$ cat config.mk
export PLATFORM = sky130hd
export DESIGN_NAME = game_fsm
export DESIGN_NICKNAME = d
export VERILOG_FILES = /design/src/rtl/game_fsm.sv
export SDC_FILE = /design/constraint.sdc
export NUM_CORES = 1
export LEC_CHECK = 0
export ABC_AREA = 1
export CELL_PAD_IN_SITES_DETAIL_PLACEMENT = 1
export CELL_PAD_IN_SITES_GLOBAL_PLACEMENT = 2
export CORE_ASPECT_RATIO = 1.25
export CORE_MARGIN = 1
export CORE_UTILIZATION = 34
export DETAILED_ROUTE_END_ITERATION = 12
export PLACE_DENSITY_LB_ADDON = 0.1
export SKIP_LAST_GASP = 1
export SLEW_MARGIN = 20
export SYNTH_ARGS = -nofsm -noshare
export SYNTH_HDL_FRONTEND = slang
export SYNTH_SLANG_ARGS = --single-unit
$ cat constraint.sdc
create_clock -name clk -period 2.4 [get_ports clk]
set_input_delay 0.72 -clock clk [delete_from_list [all_inputs] [get_ports clk]]
set_output_delay 0.72 -clock clk [all_outputs]
set_load 0.01 [all_outputs]
$ cat src/rtl/game_fsm.sv
// Race game sequencer: title, countdown, play and game-over screens.
// Optional START_BLINK_EN macro blinks the title "Start" overlay every 16 frames.
module game_fsm #(
    parameter int COUNT_FRAMES = 60,
    parameter int OVER_FRAMES  = 120,
    parameter int SCORE_MAX    = 9999
) (
    input  logic        clk,
    input  logic        reset,
    input  logic        tick,
    input  logic        btn_start,
    input  logic        crash,
    output logic        start_en,
    output logic        play_en,
    output logic        over_en,
    output logic [1:0]  count_digit,
    output logic [13:0] score
);

    localparam logic [2:0] S_TITLE = 3'd0;
    localparam logic [2:0] S_COUNT = 3'd1;
    localparam logic [2:0] S_PLAY  = 3'd2;
    localparam logic [2:0] S_OVER  = 3'd3;

    localparam logic [7:0]  CF_LAST = 8'(COUNT_FRAMES - 1);
    localparam logic [7:0]  OF_LAST = 8'(OVER_FRAMES - 1);
    localparam logic [13:0] SMAX    = 14'(SCORE_MAX);

    logic [2:0]  r_state;
    logic [7:0]  r_frame;
    logic        r_btn_d;
    logic        r_arm;

    logic [2:0]  w_state_nxt;
    logic [7:0]  w_frame_nxt;
    logic [1:0]  w_digit_nxt;
    logic [13:0] w_score_nxt;
    logic        w_start;
    logic        w_start_en_nxt;

    // r_arm masks a button already held when reset releases
    assign w_start = r_arm & btn_start & ~r_btn_d;

    always_comb begin
        w_state_nxt = r_state;
        w_frame_nxt = r_frame;
        w_digit_nxt = count_digit;
        w_score_nxt = score;
        case (r_state)
            S_TITLE: begin
                if (w_start) begin
                    w_state_nxt = S_COUNT;
                    w_frame_nxt = 8'd0;
                    w_digit_nxt = 2'd3;
                    w_score_nxt = 14'd0;
                end
            end
            S_COUNT: begin
                if (tick) begin
                    if (r_frame == CF_LAST) begin
                        w_frame_nxt = 8'd0;
                        if (count_digit == 2'd1) begin
                            w_state_nxt = S_PLAY;
                            w_digit_nxt = 2'd0;
                        end else begin
                            w_digit_nxt = count_digit - 2'd1;
                        end
                    end else begin
                        w_frame_nxt = r_frame + 8'd1;
                    end
                end
            end
            S_PLAY: begin
                if (crash) begin
                    w_state_nxt = S_OVER;
                    w_frame_nxt = 8'd0;
                end else if (tick && score != SMAX) begin
                    w_score_nxt = score + 14'd1;
                end
            end
            S_OVER: begin
                if (w_start) begin
                    w_state_nxt = S_COUNT;
                    w_frame_nxt = 8'd0;
                    w_digit_nxt = 2'd3;
                    w_score_nxt = 14'd0;
                end else if (tick) begin
                    if (r_frame == OF_LAST) begin
                        w_state_nxt = S_TITLE;
                        w_frame_nxt = 8'd0;
                    end else begin
                        w_frame_nxt = r_frame + 8'd1;
                    end
                end
            end
            default: begin
                w_state_nxt = S_TITLE;
                w_frame_nxt = 8'd0;
                w_digit_nxt = 2'd0;
            end
        endcase
    end

`ifdef START_BLINK_EN
    logic [4:0] r_blink;
    logic [4:0] w_blink_nxt;

    always_comb begin
        w_blink_nxt = r_blink;
        if (r_state != S_TITLE || w_state_nxt != S_TITLE) begin
            w_blink_nxt = 5'd0;
        end else if (tick) begin
            w_blink_nxt = r_blink + 5'd1;
        end
    end

    always_ff @(posedge clk or posedge reset) begin
        if (reset) begin
            r_blink <= 5'd0;
        end else begin
            r_blink <= w_blink_nxt;
        end
    end

    assign w_start_en_nxt = (w_state_nxt == S_TITLE) & ~w_blink_nxt[4];
`else
    assign w_start_en_nxt = (w_state_nxt == S_TITLE);
`endif

    always_ff @(posedge clk or posedge reset) begin
        if (reset) begin
            r_state     <= S_TITLE;
            r_frame     <= 8'd0;
            r_btn_d     <= 1'b0;
            r_arm       <= 1'b0;
            start_en    <= 1'b1;
            play_en     <= 1'b0;
            over_en     <= 1'b0;
            count_digit <= 2'd0;
            score       <= 14'd0;
        end else begin
            r_state     <= w_state_nxt;
            r_frame     <= w_frame_nxt;
            r_btn_d     <= btn_start;
            r_arm       <= 1'b1;
            start_en    <= w_start_en_nxt;
            play_en     <= (w_state_nxt == S_PLAY);
            over_en     <= (w_state_nxt == S_OVER);
            count_digit <= w_digit_nxt;
            score       <= w_score_nxt;
        end
    end

endmodule

After elaboration in Yosys (flattened, before gate mapping)

Index checks and enable logic that the tools add are counted.

Add/sub/neg operators: 3
Multipliers: 0
Shift-type cells: 0
Bitwise logic cells: 4
Reductions and logical operators: 8
Equal/unequal tests: 17
Divide/modulo/power cells: 0
Magnitude comparators: 0
Multiplexer cells: 26

Operators with widths:

| operator                                                              | number |
|---|---|
| 8-bit two-way mux                                                     | 7 |
| 14-bit two-way mux                                                    | 3 |
| 8-bit case mux with 4 select lines                                    | 1 |
| 14-bit case mux with 2 select lines                                   | 1 |
| 3-bit two-way mux                                                     | 8 |
| 14-bit by 1-bit adder with 14-bit output, second input constant       | 1 |
| 14-bit != test, second input constant                                 | 1 |
| 3-bit by 2-bit equality test with 1-bit output, second input constant | 4 |
| 2-bit != test, second input constant                                  | 6 |
| 3-bit case mux with 4 select lines                                    | 1 |
| 4-bit AND reduction                                                   | 3 |
| 8-bit by 1-bit adder with 8-bit output, second input constant         | 1 |
| 8-bit by 6-bit equality test with 1-bit output, second input constant | 1 |
| 8-bit by 7-bit equality test with 1-bit output, second input constant | 1 |
| 2-bit two-way mux                                                     | 4 |
| 3-bit logical NOT                                                     | 2 |
| 2-bit case mux with 3 select lines                                    | 1 |
| 3-bit by 1-bit equality test with 1-bit output, second input constant | 1 |
| 3-bit != test, second input constant                                  | 1 |
| 1-bit AND                                                             | 2 |
| 2-bit by 1-bit equality test with 1-bit output, second input constant | 1 |
| 2-bit by 1-bit != test with 1-bit output, second input constant       | 1 |
| 1-bit inverter                                                        | 2 |
| 2-bit nonzero test                                                    | 1 |
| 3 further kinds                                                       | 3 |

Memories: 0
Input bits: 5
RAM bits: 0
Bits in latches: 0
Bits in read-only memories: 0
Flip-flop bits (word level): 32
Word-level logic and storage cells: 67

Depth between registers and ports, before layout

Depth in word-level cells: 6
Depth in mapped cells: 12

Worst setup path after synthesis

OpenSTA, ideal clock, no wires.

Kind: input -> register
From: input port btn_start
To: register r_frame[2]
Required time: 2.281 ns
Path slack: 0.786 ns
Path buffers: 1
Setup time: 0.119 ns
Stages on the path: 7
Arrival time: 1.495 ns
Cell sequence: nand3_2 nand3_1 nand2_1 nor2_4 buf_6 nand2_1 and2_1

Cells in the longest elaborated chain, start to end: 4
Elaborated cells on any way between the ends: 7
Classes of those cells: 2 x eq/ne; 2 x mux; 2 x bitwise; 1 x reduce/logical

Ends and longest elaborated chain:

| what                                                                                       | line | source |
|---|---|---|
| start: declaration                                                                         | 11   | `input logic btn_start,` |
| 1-bit AND * (2 in a row)                                                                   | 42   | `assign w_start = r_arm & btn_start & ~r_btn_d;` |
| 3-bit != test (no source line), or another cell as far along                               | -    |  |
| 4-bit AND reduction (no source line) or 8-bit case mux with 4 select lines (tied branches) | -    |  |
| end signal: assignment                                                                     | 143  | `r_frame <= w_frame_nxt;` |
| end: declaration                                                                           | 30   | `logic [7:0] r_frame;` |

Every way passes the cells marked *; elsewhere a longest branch is shown, timed or not.
A chain may end at the register's enable or synchronous reset.

Worst setup path in the final report

From: register score[4]
To: output port score[4]

RTL lines:

| what                     | line | source |
|---|---|---|
| start: declaration       | 17   | `output logic [13:0] score` |
| start signal: assignment | 150  | `score <= w_score_nxt;` |

No word-level cell between the ends.

==> summary.md <==
| Metric | Value |
|---|---|
| Grt ovf | `0` |
| Top cells by area, synth | `dfrtp_1 (39%), nand2_1 (17%), nor2_1 (7.0%), nand3_1 (6.3%), inv_1 (3.6%)` |
| Tot Pwr | `1.240 mW` |
| VDD IR max | `0.0002142 V` |
| Mapped Cells | `277` |
| Top-area cell type share of the netlist area | `39.22%` |
| Tcrit/Tclk final | `85.66%` |
| Worst setup path endpoint | `score[4]` |
| Worst-Margin Slew | `528.2 ps` |
| Flop2flop setup slack | `490 ps` |
| CP delay by family, top | `buffers and inverters` |
| RSZ-0062 raised after global routing | `no` |
| DP Wirelength | `4.050 mm` |
| Hold buffer count at CTS | `0` |
| Status | `finished clean` |
| Core ar. | `0.005518 sq mm` |
| Total negative slack | `0 ps` |
| Post-Syn Nets | `285` |
| Worst path arrival time | `1340 ps` |
| Fin nets | `314` |
| Layout Skew | `6.187 ps` |
| CP cell instances | `clkdlybuf4s50_1` |
| CTS tree | `built` |
| Crit path capture type | `primary output` |
| Post-CTS setup repair buffer count | `0` |
| Crit path required time | `1680 ps` |
| Crit path buffers/inverters | `1` |
| Synth cell types | `31` |
| Root Buffer | `clkbuf_8` |
| Row cnt | `30` |
| 1st-pass router iterations | `4` |
| Main combinational cell family by area after synthesis | `simple AND/OR/NAND/NOR gates` |
| Sequential fraction of the synthesis area | `40.54%` |
| Pleak | `1.065 nW` |
| Clk pwr share | `35.2%` |
| Antenna Cells | `0` |
| Syn-to-layout area delta | `19.80%` |
| Iter 0 DRT Violations | `33` |
| Initial core utilization | `35.85%` |
| Mapped Area | `0.001978 sq mm` |
| Synth Area in Simple Gates | `41.49%` |
| Power Internal | `0.8796 mW` |
| Synthesized flop and latch total | `32` |
| H-tree depth | `2` |
| Gate power share | `16.4%` |
| Slew HR | `64.59%` |
| Path category of the worst min-delay check | `flop to flop` |
| Switch Pwr | `0.3606 mW` |
| Flop pwr share | `48.4%` |
| Setup crit start | `score[4]$_DFFE_PP0P_` |
| DRC Markers | `0` |
| Crit start category | `flop` |
| Setup violations, final | `0` |
| Xor/xnor share of the synthesized area | `3.985%` |
| Drt total wl | `5.255 mm` |
| DR vias | `1838` |
| Total stage count of the critical path | `1` |
| Max-cap violations | `0` |
| DR vias/cell | `4.954` |
| Min Tclk post-route | `2056 ps` |
| Number of buffers added on ports | `23` |
| DIE AREA | `0.006129 sq mm` |
| Cts bufs inserted | `5` |
| Initial antenna violation count | `0` |
| Antenna violation net count after detailed routing | `0` |
| Layout cells sized above 1 | `11.40%` |
| CP max stage delay | `580 ps` |
| CP Class | `flop to primary output` |
| Die height | `87.28 um` |
| I/O Pins | `24` |
| Clock buffer depth | `2` |
| Clk slew on worst S/H paths | `70 ps` |
| Fmax | `0.4864 GHz` |
| Sw frac | `29.08%` |
| Multiplexer share of the synthesized area | `0%` |
| CP max FO | `6` |
| Hold_sp | `count_digit[1]$_DFFE_PP0P_` |
| Compound-gate portion of the synthesized area | `5.250%` |
| Yosys warns | `0` |
| Synth Flop Type | `dfrtp_1` |
| Worst R2R End | `score[4]$_DFFE_PP0P_` |
| Mean Syn Cell Area | `7.141 sq um` |
| Worst reg-to-reg path cell count | `12` |
| Final Hold Vio Count | `0` |
| CTS resizes | `0` |
| Number of global-route vias before repair | `1874` |
| GRT Util Overall | `18.53%` |
| Drt wl/cell | `14.16 um` |
| Clock sink count | `32` |
| Worst r2r src | `score[0]$_DFFE_PP0P_` |
| Final slew viol count | `0` |
| Width of the die | `70.23 um` |
| First-pass GRT wire length | `8.811 mm` |
| Most frequent cell after synthesis | `nand2_1` |
| Worst path slowest cell | `clkdlybuf4s50_1` |
| Synth cell count leaders | `nand2_1 (92), nor2_1 (37), dfrtp_1 (31), nand3_1 (25), inv_1 (19)` |
| Fraction of registers with async set/reset | `100.0%` |
| Post-synth top area cell | `dfrtp_1` |
| Power per cell area | `523.4 mW/mm^2` |
| GP Congestion | `0.7496` |
| Adder-Cell Fraction of Synth Area | `1.898%` |
| EDFF count, synth | `0` |
| Largest net degree at the start of global routing | `33` |
| Worst-Skew Late Latency | `280 ps` |
-- cell type report --
class	count	area [sq um]
Clock inverter	2	10.01
Fill cell	718	3148
Multi-Input combinational cell	215	1049
Tap cell	64	80.08
Timing Repair Buffer	25	245.2
Clock buffer	6	82.58
Inverter	27	101.3
Sequential cell	32	802.0
-- power groups by stage --
stage | Sequential [mW] | Combinational, mW | Clock, mW
floorplan | 0.613 | 0.114 | 0
detailed placement | 0.611 | 0.208 | 0
finish | 0.600 | 0.203 | 0.437
global route | 0.605 | 0.230 | 0.478
global placement | 0.610 | 0.205 | 0
CTS | 0.601 | 0.208 | 0.465
-- cell families after synthesis --
logic type / count (synthesis)
other: 2
adders and majority gates: 3
AOI/OAI and AO/OA: 18
and+or+nand+nor: 183
buffers and inverters: 30
xor gates and xnor gates: 9
DFF: 32
-- placed cells by master (no fill, tap or decap), types with 2 or more instances in the layout --
cell	instances
conb_1	2
nand2_2	4
nand3_2	2
dfrtp_1	31
o21ai_0	5
o21ai_1	5
xnor2_1	2
nand3_1	25
buf_4	2
nor2_2	2
nand2_1	92
clkinv_2	2
a21oi_1	4
xor2_1	7
ha_1	3
clkbuf_8	6
nor2_4	2
nand4_1	9
nor2_1	37
inv_1	19
nor3_2	2
inv_2	8
clkdlybuf4s50_1	23
nor3_1	2
a21oi_2	3
-- worst min path at each step --
stage                                             to  cells after the start
final                     count_digit[1]$_DFFE_PP0P_                      2
after global routing          r_frame[1]$_DFFE_PP0P_                      2
after CTS                     r_frame[1]$_DFFE_PP0P_                      2
after detailed placement      r_frame[1]$_DFFE_PP0P_                      2
after global placement    count_digit[1]$_DFFE_PP0P_                      2
after floorplan               r_frame[1]$_DFFE_PP0P_                      2
-- layer usage --
metal	track usage [%]	part of all wire, %	up-vias
li1	-	-	940
met5	0	0	-
met4	6.545	1.1	0
met1	19.87	42	879
met3	3.125	2.0	5
met2	36.02	55	14
-- registers in the layout, summed over array words and instances, names as in the netlist --
name / cells
count_digit: 2
r_arm: 1
play_en: 1
score: 14
over_en: 1
r_frame: 8
start_en: 1
r_state: 3
r_btn_d: 1
-- metrics by stage --
stage                     setup slack (ps)  cell area [sq um]  hold WS, ps  utilization, %  std cells
after floorplan                      786.0               1978        475.4               -        277
after global placement               146.8               2277        502.1           41.27        363
after detailed placement             61.05               2277        512.2           41.27        363
after CTS                            306.3               2370        530.6           42.95        371
after global routing                 201.1               2370        562.6           42.95        371
final                                344.2               2370        522.2           42.95        371
-- worst min-delay path: stages (launching register included) --
cell     delay [ps]
dfrtp_1         360
nand2_1          50
o21ai_0          70
Power figures use the tool's default switching activity.
